File: config.mk
export PLATFORM = sky130hd
export DESIGN_NAME = interp_coord_gen
export DESIGN_NICKNAME = d
export VERILOG_FILES = /design/src/rtl/interp_coord_gen.sv
export SDC_FILE = /design/constraint.sdc
export NUM_CORES = 1
export LEC_CHECK = 0
export BUFFER_PORTS_ARGS = -buffer_cell sky130_fd_sc_hd__buf_2
export CORE_ASPECT_RATIO = 1.1
export CORE_MARGIN = 2
export CORE_UTILIZATION = 50
export CTS_CLUSTER_SIZE = 10
export DETAILED_ROUTE_END_ITERATION = 16
export GPL_TIMING_DRIVEN = 0
export PLACE_DENSITY = 0.78
export SETUP_SLACK_MARGIN = 0.1
export SLEW_MARGIN = 20
export SYNTH_ARGS = -nofsm -noshare
export SYNTH_HDL_FRONTEND = slang
export SYNTH_SLANG_ARGS = --single-unit
File: constraint.sdc
create_clock -name CLK -period 3.25 [get_ports CLK]
set_input_delay 0.65 -clock CLK [delete_from_list [all_inputs] [get_ports CLK]]
set_output_delay 0.65 -clock CLK [all_outputs]
set_load 0.02 [all_outputs]
File: src/rtl/interp_coord_gen.sv
// Raster coordinate generator: walks signed X/Y accumulators over a COLS x ROWS
// grid, presenting one point per VALID/READY handshake, with a DONE pulse per frame.
`timescale 1ns/1ps
module interp_coord_gen #(
  parameter int W  = 8,
  parameter int CW = 8
) (
  input  logic                CLK,
  input  logic                RST_ASYNC_N,
  input  logic                START,
  input  logic signed [W-1:0] STEP_X,
  input  logic signed [W-1:0] STEP_Y,
  input  logic [CW-1:0]       COLS,
  input  logic [CW-1:0]       ROWS,
  input  logic                READY,
  output logic                VALID,
  output logic signed [W-1:0] X_DATA,
  output logic                X_WRITE_EN,
  output logic signed [W-1:0] Y_DATA,
  output logic                Y_WRITE_EN,
  output logic                LINE_END,
  output logic                BUSY,
  output logic                DONE
);

  typedef enum logic [1:0] {
    IDLE = 2'd0,
    RUN  = 2'd1,
    FIN  = 2'd2
  } state_t;

  state_t              state, state_n;
  logic signed [W-1:0] step_x, step_x_n, step_y, step_y_n;
  logic [CW-1:0]       cols, cols_n, rows, rows_n;
  logic [CW-1:0]       col, col_n, row, row_n;
  logic signed [W-1:0] x_n, y_n;
  logic                valid_n, x_we_n, y_we_n, line_end_n, busy_n, done_n;
  logic                last_col, last_row;

  // Only meaningful in RUN, where cols and rows are both non-zero.
  assign last_col = (col == cols - CW'(1));
  assign last_row = (row == rows - CW'(1));

  always_comb begin
    state_n    = state;
    step_x_n   = step_x;
    step_y_n   = step_y;
    cols_n     = cols;
    rows_n     = rows;
    col_n      = col;
    row_n      = row;
    x_n        = X_DATA;
    y_n        = Y_DATA;
    valid_n    = VALID;
    x_we_n     = 1'b0;
    y_we_n     = 1'b0;
    line_end_n = LINE_END;
    busy_n     = BUSY;
    done_n     = 1'b0;

    unique case (state)
      IDLE: begin
        if (START) begin
          step_x_n = STEP_X;
          step_y_n = STEP_Y;
          cols_n   = COLS;
          rows_n   = ROWS;
          col_n    = '0;
          row_n    = '0;
          x_n      = '0;
          y_n      = '0;
          if (COLS == '0 || ROWS == '0) begin
            state_n = FIN;
            done_n  = 1'b1;
          end else begin
            state_n    = RUN;
            valid_n    = 1'b1;
            busy_n     = 1'b1;
            x_we_n     = 1'b1;
            y_we_n     = 1'b1;
            line_end_n = (COLS == CW'(1));
          end
        end
      end

      RUN: begin
        if (VALID && READY) begin
          if (!last_col) begin
            col_n      = col + CW'(1);
            x_n        = X_DATA + step_x;
            x_we_n     = 1'b1;
            line_end_n = (col + CW'(1) == cols - CW'(1));
          end else if (!last_row) begin
            col_n      = '0;
            row_n      = row + CW'(1);
            x_n        = '0;
            y_n        = Y_DATA + step_y;
            x_we_n     = 1'b1;
            y_we_n     = 1'b1;
            line_end_n = (cols == CW'(1));
          end else begin
            state_n    = FIN;
            valid_n    = 1'b0;
            busy_n     = 1'b0;
            line_end_n = 1'b0;
            done_n     = 1'b1;
          end
        end
      end

      FIN: begin
        state_n = IDLE;
      end

      default: begin
        state_n    = IDLE;
        valid_n    = 1'b0;
        busy_n     = 1'b0;
        line_end_n = 1'b0;
      end
    endcase
  end

  always_ff @(posedge CLK or negedge RST_ASYNC_N) begin
    if (!RST_ASYNC_N) begin
      state      <= IDLE;
      step_x     <= '0;
      step_y     <= '0;
      cols       <= '0;
      rows       <= '0;
      col        <= '0;
      row        <= '0;
      X_DATA     <= '0;
      Y_DATA     <= '0;
      VALID      <= 1'b0;
      X_WRITE_EN <= 1'b0;
      Y_WRITE_EN <= 1'b0;
      LINE_END   <= 1'b0;
      BUSY       <= 1'b0;
      DONE       <= 1'b0;
    end else begin
      state      <= state_n;
      step_x     <= step_x_n;
      step_y     <= step_y_n;
      cols       <= cols_n;
      rows       <= rows_n;
      col        <= col_n;
      row        <= row_n;
      X_DATA     <= x_n;
      Y_DATA     <= y_n;
      VALID      <= valid_n;
      X_WRITE_EN <= x_we_n;
      Y_WRITE_EN <= y_we_n;
      LINE_END   <= line_end_n;
      BUSY       <= busy_n;
      DONE       <= done_n;
    end
  end

endmodule

## After elaboration in Yosys (flattened, before gate mapping)

Index checks and enable logic that the tools add are counted.

| word-level totals | value |
|---|---|
| bits in registers | 71 |
| output and inout bits | 22 |
| bits of input ports | 36 |
| word-level logic and storage cells | 96 |

| cells by class | value |
|---|---|
| reduce and logical (&&, ||, !) cells | 12 |
| bitwise operators | 1 |
| muxes and demuxes | 49 |
| equality and inequality tests | 14 |
| add/sub/neg operators | 6 |

Operator list:

| kind | count |
|---|---|
| $mux 8 | 12 |
| $pmux 8 s2 | 4 |
| $eq 8x8->1 | 3 |
| $mux 1 | 22 |
| $add 8x1->8 const B | 2 |
| $add 8x8->8 | 2 |
| $eq 8x1->1 const B | 2 |
| $logic_not 8->1 | 2 |
| $sub 8x1->8 const B | 2 |
| $ne 2x2->1 const B | 6 |
| $reduce_and 4->1 | 3 |
| $mux 2 | 5 |
| $pmux 1 s2 | 3 |
| $pmux 1 s3 | 2 |
| $reduce_and 6->1 | 1 |
| $reduce_and 5->1 | 1 |
| $pmux 2 s2 | 1 |
| $ne 3x3->1 const B | 1 |
| $eq 2x1->1 const B | 1 |
| $eq 2x2->1 const B | 1 |
| $logic_not 2->1 | 1 |
| $reduce_and 2->1 | 1 |
| $reduce_bool 2->1 | 1 |
| $logic_and 1x1->1 | 1 |
| other kinds (2) | 2 |

## Longest topological paths before layout

Gate-level depths: netlist of run 1.

| logic depth | value |
|---|---|
| word-level depth | 6 |
| mapped depth | 12 |
| gate-level depth less buffers | 9 |

## Worst setup path before layout of run 1

Ideal clock, no wire load.

| timing path | value |
|---|---|
| kind | reg-to-reg |
| from | register cols[0] |
| to | register LINE_END |
| path slack | 0.982 ns |
| library setup time | 0.125 ns |
| data required time | 3.125 ns |
| buffers on the path | 1 |
| stages on the path, launching flop included | 10 |
| arrival time | 2.144 ns |
| path through | dfrtp_1 -> inv_1 -> ha_1 -> clkbuf_1 -> xnor2_1 -> and3_1 -> a211o_2 -> and2_1 -> a41o_1 -> mux2_2 |

| between the ends | value |
|---|---|
| longest elaborated chain between the ends | 5 |
| elaborated cells on any way between the ends | 8 |
| classes of those cells | add/sub: 1; eq/ne: 3; mux: 4 |

Ends and longest elaborated chain:

| what | line | source |
|---|---|---|
| start, declared | 34 | `logic [CW-1:0] cols, cols_n, rows, rows_n;` |
| start signal, assigned | 145 | `cols <= cols_n;` |
| $sub 8x1->8 / $eq 8x1->1 (equally long branches) | 41, 92, 100 |  |
| $eq 8x8->1 (tied with other cells) | 92 | `line_end_n = (col + CW'(1) == cols - CW'(1));` |
| $mux 1 (*) | 88 | `if (!last_col) begin` |
| $mux 1 (*) | 87 | `if (VALID && READY) begin` |
| $pmux 1 s3 (*) | 61 | `unique case (state)` |
| end signal, assigned | 154 | `LINE_END <= line_end_n;` |
| end, declared | 21 | `output logic LINE_END,` |

Every way passes the cells marked *; elsewhere a longest branch is shown, timed or not. The select of a mux whose other input is x is not followed.
A chain may end at the register's enable or synchronous reset.

## Final worst setup path of run 1

| timing path | value |
|---|---|
| from | register cols[0] |
| to | register row[3] |

| between the ends | value |
|---|---|
| longest elaborated chain between the ends | 4 |

Ends and longest elaborated chain:

| what | line | source |
|---|---|---|
| $sub 8x1->8 | 41 | `assign last_col = (col == cols - CW'(1));` |
| $eq 8x8->1 | 41 |  |
| $ne 2x2->1 (no source line) | -- |  |
| $reduce_and 5->1 (no source line) | -- |  |
| end signal, assigned | 148 | `row <= row_n;` |
| end, declared | 35 | `logic [CW-1:0] col, col_n, row, row_n;` |

No other way between the ends.

==> flow_summary.ini, run 1 <==
[status]
status = finished clean

[logic_synthesis]
ys_top_cells_by_count = nand2_1 (106), dfrtp_1 (71), nor2_1 (27), ha_1 (19), xor2_1 (19)
yosysSeqAreaShare_pct = 40.9
syn-num-nets = 531
synth-async-reset-ratio_pct = 100
netlist_instances = 474
synth_edf_count = 0
ys_ff_latch = 71
synth_most_common_cell = nand2_1
synth_top_area_share_pct = 40.9
synth_flop_cell = dfrtp_1
syn-cell-area_mm2 = 0.00434
yosys_warnings = 0
avgSynthCellArea_um2 = 9.16
synth_cell_types = 66
synth_top_cell_by_area = dfrtp_1
synth.area.top_cells = dfrtp_1 (41%), nand2_1 (9.2%), ha_1 (5.5%), xor2_1 (3.8%), xnor2_1 (3.2%)

[clock_network]
cts_resized = 0
cts_tree = built
clkTransAtPathRegs_ps = 80
cts_buffers = 9
clk_path_buf_depth = 2
clk_latency_ps = 340
clock_sinks = 71
ctsHoldBuffers = 0
clockRootBuffer = clkbuf_8
cts_max_level = 3
post_cts_buffers = 0

[floorplan]
dieArea_mm2 = 0.00945
die_w_um = 92.9
die_height_um = 102
fp-row-count = 35
ios = 58
core_area_mm2 = 0.00841
initial_core_util_pct = 51.7

[detailed_routing]
dr.pass1.iters = 5
post-route-drc-count = 0
vias_per_cell = 5.60
top_layer = met4
wl_per_cell_um = 15.3
drt_iter0_drc = 258
met3_length_um = 487
via_count = 3690
dr_wl_met2_um = 5010
ant_nets = 0
routed_wl_um = 10100
met1_length_um = 4460

[run]
cap_violations = 0

[placement]
dp_hpwl_um = 7590
portBuffers = 57
gp_congestion = 0.851

[timing]
period_share_pct = 85.5
setup_viol = 0
holdWs_ps = 151
slew_headroom_pct = 60.9
clock.fmax_mhz = 360
fin_tns_setup_ps = 0
rsz0062_at_grt = no
worst_pin_slew_ps = 587
maxSlewViolCount = 0
hold_viol_final = 0
finClkSkew_ps = 7.66
layout_min_cycle_time_ps = 2780

[critical_path]
startpoint_type = register
rr_worst_depth = 11
max_stage_delay_ps = 440
path_cells = inv_1, ha_1, clkbuf_1, nor2_1, o21ai_0, o21ai_0, and4b_1, a21oi_2, buf_2, nor3_1, mux2i_1
cp.arrival_ps = 3040
cp_max_fo = 10
crit_path_top_delay_cell = dfrtp_1
path_common_cell = o21ai_0
reg2reg_slack_ps = 470
criticalPathCategory = reg2reg
worstSetupEndpointType = register
crit_required_ps = 3510

[min_path]
min-delay-path-class = in2async

[power_and_ir_drop]
p_per_area_mw_per_mm2 = 421
ir_drop_uv = 263
p_leak_nw = 2.55

[global_routing]
grt_usage_pct = 22.8
grt_pass1_vias = 3538
grt_pass1_wl_um = 17000
antenna_found_initial = 0
overflow = 0
grt_max_degree = 59

[cells_and_area]
antenna_cells = 0
nNetsFinal = 600
drive_gt1_share_pct = 18.1
area_growth_pct = 14.5
-- worst paths after layout --
path,from,to
hold reg to reg,step_y[3]$_DFFE_PN0P_,step_y[3]$_DFFE_PN0P_
setup / recovery,cols[0]$_DFFE_PN0P_,row[3]$_DFFE_PN0P_
setup reg to reg,cols[0]$_DFFE_PN0P_,row[3]$_DFFE_PN0P_
max in group asynchronous,RST_ASYNC_N,cols[2]$_DFFE_PN0P_
min in group CLK,step_y[3]$_DFFE_PN0P_,step_y[3]$_DFFE_PN0P_
hold / removal,RST_ASYNC_N,step_y[1]$_DFFE_PN0P_
-- cells in the final DEF (no fill, tap or decap), types with 6 or more instances in the layout --
master    Yosys  routed
a21oi_1      18      18
a22o_1       10      10
a31oi_1       6       6
buf_2         1      57
clkbuf_1     12      13
clkbuf_8      0      10
dfrtp_1      71      71
ha_1         19      19
inv_1        12      12
mux2_2        6       6
mux2i_1       7       7
nand2_1     106     106
nand2b_1     18      18
nand3_1       7       7
nor2_1       27      27
nor3_1        9       9
nor4_1        8       8
o21ai_0      17      17
xnor2_1      16      16
xor2_1       19      19
-- power breakdown --
group	switching, mW	total (mW)	internal [mW]
combinational	0.258	0.455	0.197
sequential	0.0679	1.00	0.936
clock	0.338	0.635	0.297
total	0.664	2.09	1.43
-- kinds of logic (layout without fill, tap and decap cells) --
kind of cell | after synthesis | in the layout | share of synthesized area [%]
mux | 13 | 13 | 3.17
xor+xnor | 37 | 37 | 8.12
compound gates | 87 | 87 | 14.2
flops | 71 | 71 | 40.9
buf+inv | 32 | 106 | 3.31
simple gates | 213 | 213 | 23.9
fa+ha+maj | 21 | 21 | 6.39
-- metal layers --
| layer | global-route usage [%] | up-vias |
|---|---|---|
| met3 | 3.79 | 11 |
| met4 | 7.92 | 0 |
| met5 | 0 | - |
| li1 | - | 1798 |
| met1 | 30.2 | 1794 |
| met2 | 38.4 | 87 |
-- state kept, by name, summed over array words and instances, names as in the netlist, 2 cells and up --
| signal | flops |
|---|---|
| X_DATA | 8 |
| Y_DATA | 8 |
| col | 8 |
| cols | 8 |
| row | 8 |
| rows | 8 |
| step_x | 8 |
| step_y | 8 |
| state | 2 |
-- worst max-delay path, delay by kind of cell, from the launching register on --
kind	cells	cell delay, ps
AND/OR/NAND/NOR	3	750
buffers and inverters	3	680
flip-flops	1	440
AO/OA/AOI/OAI	3	390
multiplexers	1	240
adder cells (fa/ha/maj)	1	190
-- stage by stage --
| stage | std cells | cell area (um^2) | utilization [%] | worst slack [ps] | power [mW] |
|---|---|---|---|---|---|
| 6_report | 659 | 4970 | 59.2 | 471 | 2.09 |
| 5_1_grt | 659 | 4970 | 59.2 | 199 | 2.21 |
| 4_1_cts | 659 | 4970 | 59.2 | 501 | 2.10 |
| 3_5_place_dp | 643 | 4800 | 57.1 | 529 | 1.46 |
| 3_3_place_gp | 642 | 4770 | 56.7 | 665 | 1.44 |
| 2_1_floorplan | 474 | 4340 | - | 982 | 1.33 |
-- cell type report --
cell class                      count  area (um^2)
Multi-Input combinational cell    371         2420
Buffer                             20         98.8
Tap cell                          111          139
Clock buffer                       11          141
Timing Repair Buffer               58          315
Sequential cell                    71         1780
Inverter                           12         45.0
Clock inverter                      5         33.8
Fill cell                         766         3430
(Power assumes the default switching activity.)
==> run 2, diff against run 1 <==
Settings changed: CAP_MARGIN set to 20, CORE_MARGIN 2 to 5.
==> run 2 against run 1 <==
Clock skew increased by 2.0 ps. Global-route usage decreased by 3.3 points. Setup slack improved by 78 ps. Wire length decreased by 0.62%. Critical path depth unchanged. Maximum frequency up 2.9%. Hold slack better by 95 ps. Die area grew 13%. Largest power group unchanged. Critical endpoint is now row[4]$_DFFE_PN0P_. First-iteration DRC count is 14% lower. Count of clock-buffer cells in the layout fell by 1.
==> flow_summary.ini, run 2 (same netlist as run 1, synthesis figures left out) <==
[timing]
maxSlewViolCount = 0
worst_pin_slew_ps = 550
fin_tns_setup_ps = 0
layout_min_cycle_time_ps = 2700
setup_viol = 0
rsz0062_at_grt = no
period_share_pct = 83.1
slew_headroom_pct = 63.3
hold_viol_final = 0
finClkSkew_ps = 9.63
holdWs_ps = 247
clock.fmax_mhz = 370

[power_and_ir_drop]
p_switching_mw = 0.680
p_leak_nw = 2.57
seqPwrFrac_pct = 44.7
p_per_area_mw_per_mm2 = 449
pwr-share-clk_pct = 35.1
p_sw_share_pct = 30.2
p_int_mw = 1.57
p_comb_share_pct = 20.2
ir_drop_uv = 258

[clock_network]
clk_path_buf_depth = 2
cts_buffers = 9
clockRootBuffer = clkbuf_8
cts_max_level = 3
post_cts_buffers = 0
clk_latency_ps = 350
ctsHoldBuffers = 0
clkTransAtPathRegs_ps = 80
clock_sinks = 71
cts_resized = 0
cts_tree = built

[placement]
dp.cells = 643
dp_hpwl_um = 7550
place_area_mm2 = 0.00479
portBuffers = 57
gp_congestion = 0.869

[critical_path]
path_common_cell = o21ai_0
startpoint_type = register
path_delay_family = simple AND/OR/NAND/NOR gates
path_buf_inv = 3
max_stage_delay_ps = 440
cp.arrival_ps = 2970
crit_path_top_delay_cell = dfrtp_1
path_cells = inv_1, ha_1, clkbuf_1, nor2_1, o21ai_0, o21ai_0, and4b_1, a21oi_2, buf_2, nor4_2, mux2i_1
worstSetupEndpointType = register
criticalPathCategory = reg2reg
crit_required_ps = 3520
cp_max_fo = 10

[global_routing]
overflow = 0
grt_max_degree = 37
grt_pass1_wl_um = 16900
grt_usage_pct = 19.5
antenna_found_initial = 0
grt_pass1_vias = 3671

[detailed_routing]
post-route-drc-count = 0
drt_iter0_drc = 222
dr.pass1.iters = 4
routed_wl_um = 10000
ant_nets = 0
vias_per_cell = 5.51
wl_per_cell_um = 15.2
via_count = 3631

[cells_and_area]
nNetsFinal = 600
antenna_cells = 0
area_growth_pct = 15.4
mostFrequentLayoutCell = nand2_1
stdcell_count = 659
drive_gt1_share_pct = 18.1
fin_area_mm2 = 0.00501
layout_common_cells = nand2_1 (106), dfrtp_1 (71), buf_2 (57)

[floorplan]
core_area_mm2 = 0.00845
ios = 58
die_w_um = 98.9
fp-row-count = 35
die_height_um = 108
initial_core_util_pct = 51.4
dieArea_mm2 = 0.0107

[min_path]
min-delay-path-class = in2async

[status]
status = finished clean

[run]
cap_violations = 0
==> run 2: cell types whose count changed in the layout (fill, tap and decap cells not counted), sizes merged <==
cell | previous run | this run
inv | 12 | 13
clkbuf | 23 | 22
bufinv | 0 | 2
clkinvlp | 2 | 1
clkinv | 3 | 2
==> run 2: layout make-up <==
class,count,area (um^2)
plain buffers,20,98.8
clock buffers,10,128
clock inverters,6,93.8
fillers,766,3440
inverters,12,45.0
multi-input cells,371,2420
flip-flops and latches,71,1780
well taps,111,139
repair buffers,58,308
==> run 2: power groups by stage <==
stage               clock, mW  combinational [mW]  sequential [mW]
finish                  0.790               0.454             1.01
detailed placement          0               0.446             1.02
global route            0.845               0.507             1.01
CTS                     0.807               0.455             1.00
global placement            0               0.428             1.02
floorplan                   0               0.317             1.01
==> run 2: path summary, 6_finish.rpt <==
check	depth (start not counted)	start	slack (ps)	to
worst max-delay path	11	cols[0]$_DFFE_PN0P_	550	row[4]$_DFFE_PN0P_
worst min-delay path	1	RST_ASYNC_N	250	step_y[2]$_DFFE_PN0P_
worst max register to register	11	cols[0]$_DFFE_PN0P_	550	row[4]$_DFFE_PN0P_
worst min register to register	2	step_x[5]$_DFFE_PN0P_	480	step_x[5]$_DFFE_PN0P_
max in group asynchronous	2	RST_ASYNC_N	2440	col[5]$_DFFE_PN0P_
min in group CLK	3	STEP_X[5]	480	step_x[5]$_DFFE_PN0P_
==> run 2: stage by stage <==
step	power [mW]	setup slack, ps	util (%)
after floorplan	1.33	982	-
after global placement	1.45	682	56.4
after detailed placement	1.47	622	56.7
after CTS	2.27	577	59.3
after global routing	2.36	284	59.3
final	2.25	549	59.3
==> run 2: layer usage <==
layer	vias up	global-route usage, %	routed length, um
li1	1787	-	-
met5	-	0	0
met4	0	7.71	182
met1	1732	25.0	4490
met3	17	3.18	520
met2	95	32.9	4840
==> run 3, diff against run 2 <==
Clock period 3.25 ns to 2.82 ns, I/O delays scaled along.
==> run 3 against run 2 <==
Critical path depth down 1. Via count up 1.8%. Maximum frequency up 5.7%. Global-route usage unchanged. Cell count unchanged. Final area up 0.77%. Sequential cell count unchanged. Clock skew about the same. Setup slack worse by 280 ps. First-iteration DRC count down 25%. Sequential power up 15%. Register-to-register slack worse by 280 ps.
==> flow_summary.ini, run 3 (same netlist as run 1, synthesis figures left out) <==
[detailed_routing]
wl_per_cell_um = 15.5
routed_wl_um = 10200
dr.pass1.iters = 5
post-route-drc-count = 0
via_count = 3697
vias_per_cell = 5.61
drt_iter0_drc = 167
ant_nets = 0

[critical_path]
criticalPathCategory = reg2reg
rr_startpoint = rows[0]$_DFFE_PN0P_
worstSetupEndpointType = register
rr_worst_depth = 10
reg2reg_slack_ps = 260
rr_endpoint = X_DATA[0]$_DFFE_PN0P_
crit_required_ps = 3110
startpoint_type = register
cp.arrival_ps = 2850
cp_max_fo = 7

[cells_and_area]
nNetsFinal = 600
stdcell_count = 659
antenna_cells = 0
area_growth_pct = 16.3
layout_common_cells = nand2_1 (106), dfrtp_1 (71), buf_2 (57)
mostFrequentLayoutCell = nand2_1
drive_gt1_share_pct = 19.2

[floorplan]
ios = 58
die_height_um = 108
die_w_um = 98.9
dieArea_mm2 = 0.0107
core_area_mm2 = 0.00845
initial_core_util_pct = 51.4
fp-row-count = 35

[timing]
worst_pin_slew_ps = 569
hold_viol_final = 0
slew_headroom_pct = 62.1
period_share_pct = 90.6
clock.fmax_mhz = 391
layout_min_cycle_time_ps = 2560
setup_viol = 0
rsz0062_at_grt = yes
maxSlewViolCount = 0
finClkSkew_ps = 9.67
fin_tns_setup_ps = 0

[placement]
gp_congestion = 0.869
dp_hpwl_um = 7550
portBuffers = 57
dp.cells = 643

[power_and_ir_drop]
ir_drop_uv = 298
total_power_mw = 2.60
p_per_area_mw_per_mm2 = 516
p_leak_nw = 2.58

[clock_network]
clockRootBuffer = clkbuf_8
cts_max_level = 3
ctsHoldBuffers = 0
post_cts_buffers = 0
cts_tree = built
clk_path_buf_depth = 2
clock_sinks = 71
cts_buffers = 9
clk_latency_ps = 350
clkTransAtPathRegs_ps = 80

[min_path]
min-delay-path-class = in2async

[global_routing]
grt_pass1_wl_um = 16900
overflow = 0
grt_max_degree = 37
antenna_found_initial = 0
grt_usage_pct = 19.5
grt_pass1_vias = 3671

[run]
cap_violations = 0

[status]
status = finished clean
## run 3: timing repair
action | in CTS | in global routing
setup endpoints to repair | 0 | 30
endpoints found under the hold margin | 0 | 0
resized for setup | 0 | 8
## run 3: worst max-delay path: stages, from the launching register on
cell             delay, ps
dfrtp_1                440
inv_1                  100
ha_1                   160
nand2b_1               110
o21bai_1               180
a31oi_1                210
nand3_2                160
or2_1                  380
o31ai_4                300
clkdlybuf4s15_2        300
a22o_1                 150
## run 3: cell type report
| type | count | area (um^2) |
|---|---|---|
| Buffer | 19 | 96.3 |
| Clock buffer | 10 | 128 |
| Clock inverter | 6 | 93.8 |
| Fill cell | 756 | 3400 |
| Inverter | 12 | 45.0 |
| Multi-Input combinational cell | 371 | 2450 |
| Sequential cell | 71 | 1780 |
| Tap cell | 111 | 139 |
| Timing Repair Buffer | 59 | 319 |
## run 3: per-stage QoR
step	hold WS, ps	util [%]	instance area [um^2]	worst slack (ps)
4_1_cts	167	59.3	5010	147
3_5_place_dp	469	56.7	4790	192
2_1_floorplan	268	-	4340	552
6_report	163	59.8	5050	265
3_3_place_gp	464	56.4	4770	252
5_1_grt	192	59.8	5050	36.1
## run 3: worst max-delay path by stage
stage	start	end	slack, ps	depth (start not counted)
detailed placement	cols[0]$_DFFE_PN0P_	Y_DATA[2]$_DFFE_PN0P_	190	10
global route	cols[0]$_DFFE_PN0P_	row[4]$_DFFE_PN0P_	40	9
finish	rows[0]$_DFFE_PN0P_	X_DATA[0]$_DFFE_PN0P_	260	10
global placement	state[0]$_DFFE_PN0P_	Y_DATA[2]$_DFFE_PN0P_	250	7
CTS	cols[0]$_DFFE_PN0P_	row[4]$_DFFE_PN0P_	150	11
floorplan	cols[0]$_DFFE_PN0P_	LINE_END$_DFFE_PN0P_	550	9
## run 3: power by group
group / internal (mW) / leakage (nW) / total (mW) / switching, mW
Sequential: 1.08 / 0.932 / 1.16 / 0.0808
Clock: 0.505 / 0.107 / 0.912 / 0.407
Combinational: 0.230 / 1.55 / 0.534 / 0.304
## run 3: metal layers
metal / share of wire [%] / GRT usage, %
met1: 45 / 25.0
met4: 1.9 / 7.71
met2: 49 / 32.9
met3: 4.4 / 3.18
met5: 0 / 0
